--- src/rtl/gpio_wiggle_gen.sv ---
// Parametrised GPIO pattern generator: toggle, walking-one, counter and optional LFSR bursts.
// Define GPIO_WIGGLE_GEN_LFSR_EN to build the Galois LFSR for mode 3; otherwise mode 3 acts as mode 2.
module gpio_wiggle_gen #(
    parameter int unsigned      WIDTH = 32,
    parameter int unsigned      DIV_W = 24,
    parameter int unsigned      CNT_W = 16,
    parameter logic [WIDTH-1:0] TAPS  = 32'h8020_0003
) (
    input  logic             osc,
    input  logic             rst,
    input  logic             start,
    input  logic             stop,
    input  logic [1:0]       mode,
    input  logic [DIV_W-1:0] div,
    input  logic [CNT_W-1:0] count,
    output logic [WIDTH-1:0] gpio_out,
    output logic             busy,
    output logic             step,
    output logic             done
);

    typedef enum logic [1:0] {ST_IDLE, ST_RUN, ST_DONE} state_t;

    state_t           state, state_nxt;
    logic [1:0]       mode_l;
    logic [DIV_W-1:0] div_l, div_cnt;
    logic [CNT_W-1:0] count_l, step_cnt;
    logic [WIDTH-1:0] pattern, seed, next_pat;
    logic             step_q;
    logic             launch, div_hit, last_step, advance;

    assign launch    = (state == ST_IDLE) && start && !stop;
    assign div_hit   = (state == ST_RUN) && (div_cnt == div_l);
    assign last_step = (count_l != '0) && (step_cnt == count_l - CNT_W'(1));
    // A stop landing on a divider hit suppresses the advance unless it is the final one.
    assign advance   = div_hit && (!stop || last_step);

    always_comb begin
        seed = '0;
        case (mode)
            2'd0: seed = {(WIDTH/2){2'b01}};
            2'd1: seed = WIDTH'(1);
`ifdef GPIO_WIGGLE_GEN_LFSR_EN
            2'd3: seed = '1;
`endif
            default: seed = '0;
        endcase
    end

    always_comb begin
        next_pat = pattern;
        case (mode_l)
            2'd0: next_pat = ~pattern;
            2'd1: next_pat = {pattern[WIDTH-2:0], pattern[WIDTH-1]};
`ifdef GPIO_WIGGLE_GEN_LFSR_EN
            2'd3: next_pat = {pattern[WIDTH-2:0], 1'b0} ^ (pattern[WIDTH-1] ? TAPS : '0);
`endif
            default: next_pat = pattern + WIDTH'(1);
        endcase
    end

`ifndef GPIO_WIGGLE_GEN_LFSR_EN
    logic unused_taps;
    assign unused_taps = ^TAPS;
`endif

    always_ff @(posedge osc or posedge rst) begin
        if (rst) state <= ST_IDLE;
        else     state <= state_nxt;
    end

    always_comb begin
        state_nxt = state;
        case (state)
            ST_IDLE: if (launch) state_nxt = ST_RUN;
            ST_RUN:  if (stop || (advance && last_step)) state_nxt = ST_DONE;
            ST_DONE: state_nxt = ST_IDLE;
            default: state_nxt = ST_IDLE;
        endcase
    end

    always_ff @(posedge osc or posedge rst) begin
        if (rst) begin
            mode_l   <= '0;
            div_l    <= '0;
            count_l  <= '0;
            pattern  <= '0;
            div_cnt  <= '0;
            step_cnt <= '0;
            step_q   <= 1'b0;
        end else begin
            step_q <= advance;
            if (launch) begin
                mode_l   <= mode;
                div_l    <= div;
                count_l  <= count;
                pattern  <= seed;
                div_cnt  <= '0;
                step_cnt <= '0;
            end else if (state == ST_RUN) begin
                if (div_hit) div_cnt <= '0;
                else         div_cnt <= div_cnt + DIV_W'(1);
                if (advance) begin
                    pattern  <= next_pat;
                    step_cnt <= step_cnt + CNT_W'(1);
                end
            end
        end
    end

    always_comb begin
        gpio_out = pattern;
        busy     = (state == ST_RUN);
        done     = (state == ST_DONE);
        step     = step_q;
    end

endmodule
--- config.mk ---
export PLATFORM = sky130hd
export DESIGN_NAME = gpio_wiggle_gen
export DESIGN_NICKNAME = d
export VERILOG_FILES = /design/src/rtl/gpio_wiggle_gen.sv
export SDC_FILE = /design/constraint.sdc
export NUM_CORES = 1
export LEC_CHECK = 0
export ABC_CLOCK_PERIOD_IN_PS = 4150
export BUFFER_PORTS_ARGS = -buffer_cell sky130_fd_sc_hd__buf_4
export CAP_MARGIN = 20
export CORE_MARGIN = 4
export CORE_UTILIZATION = 45
export DETAILED_ROUTE_END_ITERATION = 10
export GPL_TIMING_DRIVEN = 0
export SYNTH_ARGS = -nofsm -noshare
export SYNTH_HDL_FRONTEND = slang
export SYNTH_SLANG_ARGS = --single-unit
--- constraint.sdc ---
create_clock -name osc -period 4.15 [get_ports osc]
set_input_delay 0.2075 -clock osc [delete_from_list [all_inputs] [get_ports osc]]
set_output_delay 0.2075 -clock osc [all_outputs]
set_load 0.005 [all_outputs]
# After elaboration in Yosys (flattened, before gate mapping)
# Index checks and enable logic that the tools add are counted.
[totals] regBits=117 elab_cells=52 inputBits=46 output_inout_bits=35
[op_classes] bitwise_logic=1 add_sub_neg=4 n_eq_ne=8 mux=14 n_reduce_logical=17
[op_table] operator="2-to-1 mux 32 bit" n=3
[op_table] operator="2-to-1 mux 24 bit" n=3
[op_table] operator="case mux 32 bit (2 select lines)" n=1
[op_table] operator="case mux 31 bit (2 select lines)" n=1
[op_table] operator="2-to-1 mux 16 bit" n=3
[op_table] operator="adder 32 x 1 -> 32 bit (second input constant)" n=1
[op_table] operator="NOT 32 bit" n=1
[op_table] operator="adder 24 x 1 -> 24 bit (second input constant)" n=1
[op_table] operator="== test 24 bit" n=1
[op_table] operator="adder 16 x 1 -> 16 bit (second input constant)" n=1
[op_table] operator="== test 16 bit" n=1
[op_table] operator="nonzero test 16 bit" n=1
[op_table] operator="subtractor 16 x 1 -> 16 bit (second input constant)" n=1
[op_table] operator="== test 2 x 1 -> 1 bit (second input constant)" n=3
[op_table] operator="logical AND 1 bit" n=6
[op_table] operator="logical NOT 2 bit" n=3
[op_table] operator="2-to-1 mux 2 bit" n=2
[op_table] operator="case mux 2 bit (2 select lines)" n=1
[op_table] operator="AND reduction 2 bit" n=2
[op_table] operator="nonzero test 2 bit" n=2
[op_table] operator="== test 2 bit (second input constant)" n=1
[op_table] operator="logical OR 1 bit" n=2
[op_table] operator="!= test 2 x 1 -> 1 bit (second input constant)" n=1
[op_table] operator="!= test 2 bit (second input constant)" n=1
[op_table] operator="logical NOT 1 bit" n=1

# Logic depth before layout (Yosys ltp)
[depth] word_depth=9 ltp_mapped=13 ltp_nobuf=10

# Worst setup path after synthesis
# OpenSTA, ideal clock, no wires.
[synth_timing] path_kind="register to register" startpoint="reg count_l[0]" endpoint="reg step_cnt[10]" stages_incl_launch_ff=12 slack_ns=0.727 arrival_ns=3.345 synth_period_minus_slack_ns=3.423 path_buffers=1 t_required_ns=4.072 setup_ns=0.078 path_cell_list="dfrtp_1 -> inv_1 -> ha_1 -> and4bb_1 -> o211ai_1 -> or4_1 -> a2111o_1 -> or4_4 -> a22o_1 -> buf_6 -> or4_1 -> a21oi_1"
[synth_via] elab_chain_cells=7 elab_cells_between_ends=8 classes_between="add/sub (1); eq/ne (1); reduce/logical (6)"
[synth_rtl] item="from (decl)" line="27" text="logic [CNT_W-1:0] count_l, step_cnt;"
[synth_rtl] item="from (signal assigned)" line="96" text="count_l <= count;"
[synth_rtl] item="subtractor 16 x 1 -> 16 bit" line="34" text="assign last_step = (count_l != '0) && (step_cnt == count_l - CNT_W'(1));"
[synth_rtl] item="== test 16 bit" line="34"
[synth_rtl] item="logical AND 1 bit (*)" line="34"
[synth_rtl] item="logical OR 1 bit (*)" line="36" text="assign advance = div_hit && (!stop || last_step);"
[synth_rtl] item="logical AND 1 bit (*)" line="36"
[synth_rtl] item="nonzero test 2 bit (no line) (*)"
[synth_rtl] item="AND reduction 2 bit (no line) (*)"
[synth_rtl] item="to (signal assigned)" line="105" text="step_cnt <= step_cnt + CNT_W'(1);"
[synth_rtl] item="to (decl)" line="27"
# Mark *: on every way between the ends. The rest lies on a longest branch, timed or not.
# A chain may end at the register's enable or synchronous reset.

# Worst setup path in the final report
[layout_timing] startpoint="reg count_l[0]" endpoint="reg pattern[15], in the netlist gpio_out[15]"
[layout_via] elab_chain_cells=7 elab_cells_between_ends=8 classes_between="add/sub (1); eq/ne (1); reduce/logical (6)"
[layout_rtl] item="subtractor 16 x 1 -> 16 bit" line="34"
[layout_rtl] item="== test 16 bit" line="34"
[layout_rtl] item="logical AND 1 bit (*)" line="34"
[layout_rtl] item="logical OR 1 bit (*)" line="36"
[layout_rtl] item="logical AND 1 bit (*)" line="36"
[layout_rtl] item="nonzero test 2 bit (no line) (*)"
[layout_rtl] item="AND reduction 2 bit (no line) (*)"
[layout_rtl] item="to (signal assigned)" line="104" text="pattern <= next_pat;"
[layout_rtl] item="to (decl)" line="28" text="logic [WIDTH-1:0] pattern, seed, next_pat;"
# Marked as above.

==> flow_summary.json <==
{
  "status": "completed",
  "antenna_found_initial": 0,
  "cts_setup_buffers": 0,
  "drc_errors": 0,
  "post-route-min-period_ns": 3.92,
  "crit_type": "flip-flop to flip-flop",
  "synth_nets": 892,
  "p_sw_mw": 1.70,
  "netlist.area_leader.share_pct": 42.4,
  "layout-drive-gt1-share_pct": 13.7,
  "routed-via-count": 6815,
  "chipWidth_um": 132,
  "clock.fmax_mhz": 255,
  "area_growth_pct": 26.0,
  "cp-end-kind": "flip-flop",
  "peakVddDrop_mv": 0.335,
  "synth_area_per_cell_um2": 8.21,
  "clockRootBuffer": "clkbuf_16",
  "start_kind": "flip-flop",
  "hold_end": "div_l[19]",
  "htree_levels": 4,
  "hold_path_class": "input port to flip-flop",
  "yosysUniqueCellTypes": 55,
  "clk_latency_ns": 0.42,
  "grt_max_degree": 62,
  "finalCritPeriodShare_pct": 94.6,
  "r2r_start": "count_l[0]",
  "dr.pass1.iters": 5,
  "yosys_most_used_dff": "dfrtp_1",
  "power_per_cell_area_nw_per_um2": 528,
  "post_synth_inst_count": 841,
  "synthesis.area_um2": 6910,
  "gp_congestion": 0.929,
  "portBuffers": 79,
  "combPwrFrac_pct": 31.6,
  "r2r_setup_slack_ns": 0.23,
  "clk_path_buf_depth": 2,
  "rsz0062_at_grt": "false",
  "clkTransAtPathRegs_ns": 0.05,
  "grt_pass1_wl_mm": 34.7,
  "hp-start": "div[19]",
  "dp_hpwl_mm": 15.0,
  "synth-async-reset-ratio_pct": 100,
  "skew_ns": 0.0118,
  "setup_viol": 0,
  "ios": 81,
  "cp.required_ns": 4.45,
  "maxCapViolations": 0,
  "clkSinkCount": 117,
  "drt_wl_total_mm": 21.3,
  "seq_power_share_pct": 38.4,
  "start_util_pct": 45.6,
  "holdWs_ns": 0.0154,
  "switching_share_pct": 37.1,
  "cts_tree": "done",
  "synth_edf_count": 0,
  "drt-initial-drc-count": 564,
  "post_drt_wl_per_cell_um": 18.1,
  "track_usage_pct": 24.9,
  "ys_seq_area_share_pct": 42.4,
  "hold-path-cell-count": 3,
  "ys_warn_count": 0,
  "critical_path_arrival_ns": 4.22,
  "rows": 45,
  "core_area_um2": 15100,
  "antenna_left": 0,
  "r2r_end": "gpio_out[15]",
  "nFillCells": 1385,
  "ys_ff_latch": 117,
  "num_antenna_cells": 0,
  "dieArea_um2": 17400,
  "reg2regPathDepth": 11,
  "synth_largest_area_cell": "dfrtp_1",
  "via_per_inst": 5.79,
  "die_h_um": 132,
  "tightest_slew_ns": 0.735,
  "nNetsFinal": 1028,
  "overflow": 0,
  "cts_buffers": 17,
  "grt_pass1_vias": 6588,
  "drv_slew": 0,
  "hold_viol": 0,
  "synthTopCellsByArea": "dfrtp_1 42%, nand2_1 10%, o21ai_0 4.1%",
  "clkPwrFrac_pct": 30.0,
  "p_int_mw": 2.89,
  "p_leak_nw": 3.81,
  "path_max_fanout": 10,
  "p_total_mw": 4.59,
  "relSlewSlack_pct": 50.5
}
==> flip-flops by register name, summed over array words and instances, names as in the netlist <==
name	cells
div_l	24
mode_l	2
step	1
state	2
step_cnt	16
gpio_out	32
count_l	16
div_cnt	24
==> logic make-up after synthesis <==
logic type	after synthesis	share of synthesized area, %
mux	5	0.761
fa+ha+maj	5	0.906
simple gates	389	26.5
flops	117	42.4
buf+inv	68	3.93
xor+xnor	63	7.99
compound gates	194	17.6
==> critical path: stages, from the launching register on <==
cell and delay [ns]:
dfrtp_1 0.42, inv_1 0.13, ha_1 0.31, and4bb_1 0.22, o211ai_1 0.08, or4_1 0.52, a2111o_1 0.35, or4_4 0.54
a22o_1 0.28, clkbuf_1 0.29, clkbuf_2 0.31, o221a_2 0.34
==> repair_timing <==
item / 4_1_cts / 5_1_grt
hold buffers: 38 / 0
gates resized for setup: 0 / 7
endpoints found under the setup margin: 0 / 18
hold endpoints to repair: 93 / 0
==> through the flow <==
stage,setup slack (ns),TNS [ns],cells,instance area (um^2),utilization (%)
after floorplan,0.727,0,841,6910,-
after global placement,-0.684,-79.23,1108,7730,51.1
after detailed placement,0.0473,0,1109,7770,51.3
after CTS,0.0340,0,1179,8700,57.4
after global routing,0.00980,0,1178,8700,57.4
final,0.225,0,1178,8700,57.4
==> power groups by stage <==
stage	clock network, mW	logic [mW]	registers [mW]
after floorplan	0	0.904	1.68
after global placement	0	1.38	1.76
after detailed placement	0	1.41	1.77
after CTS	1.41	1.44	1.76
after global routing	1.46	1.62	1.81
final	1.38	1.45	1.77
==> cells in the mapped netlist (5+ instances only) <==
cell type and n:
nand4_1 20, a31oi_1 10, nand2_1 193, inv_1 13, o221a_2 5, nor4_1 10
buf_1 5, or2_2 5, a21oi_1 52, nand3_1 34, dfrtp_1 117, o21ai_0 57
a211oi_1 13, xnor2_1 31, ha_1 5, and3_1 10, nor2_1 55, nor3_1 14
or4_1 14, or3_1 5, a21o_1 7, clkbuf_1 46, xor2_1 32, o31ai_1 25
o211ai_1 9
==> worst max path at each step <==
| stage | startpoint | to | slack (ns) | depth (start not counted) |
|---|---|---|---|---|
| final | count_l[0] | gpio_out[15] | 0.23 | 11 |
| after global routing | count_l[0] | gpio_out[5] | 0.01 | 12 |
| after CTS | count_l[0] | gpio_out[1] | 0.03 | 13 |
| after detailed placement | count_l[0] | gpio_out[1] | 0.05 | 13 |
| after global placement | rst | step_cnt[7] | -0.68 | 2 |
| after floorplan | count_l[0] | step_cnt[10] | 0.73 | 11 |
==> layout by cell type, fill, tap and decap left out, drive strengths merged, types with 5 or more instances in the layout <==
cell	n
nand2	193
dfrtp	117
buf	88
clkbuf	64
o21ai	57
nor2	55
a21oi	52
dlygate4sd3	38
nand3	34
xor2	32
xnor2	31
o31ai	25
nand4	20
or4	17
nor3	14
a211oi	14
inv	14
nor4	11
and3	10
a31oi	10
o211ai	9
clkinv	9
a21o	7
or3	5
or2	5
o221a	5
ha	5
==> area by class of cell <==
class                      instances  area, um^2  area share [%]
buffer                            53         219            2.52
clock buffer                      19         443            5.09
clock inverter                    13         109            1.25
inverter                          14        57.6           0.662
multi-input combinational        656        3710            42.6
sequential                       117        2930            33.7
tap                              188         235            2.70
timing repair buffer             118        1000            11.5
==> metal layers <==
layer	part of all wire, %	vias to the layer above	wire length, um	GRT usage, %
met5	0	-	0	0
met4	2.6	0	549	10.3
met3	5.3	40	1140	5.00
met2	47	251	9940	38.5
met1	46	3268	9720	34.1
li1	-	3256	-	-
No activity file was read; power rests on OpenSTA's default activity.
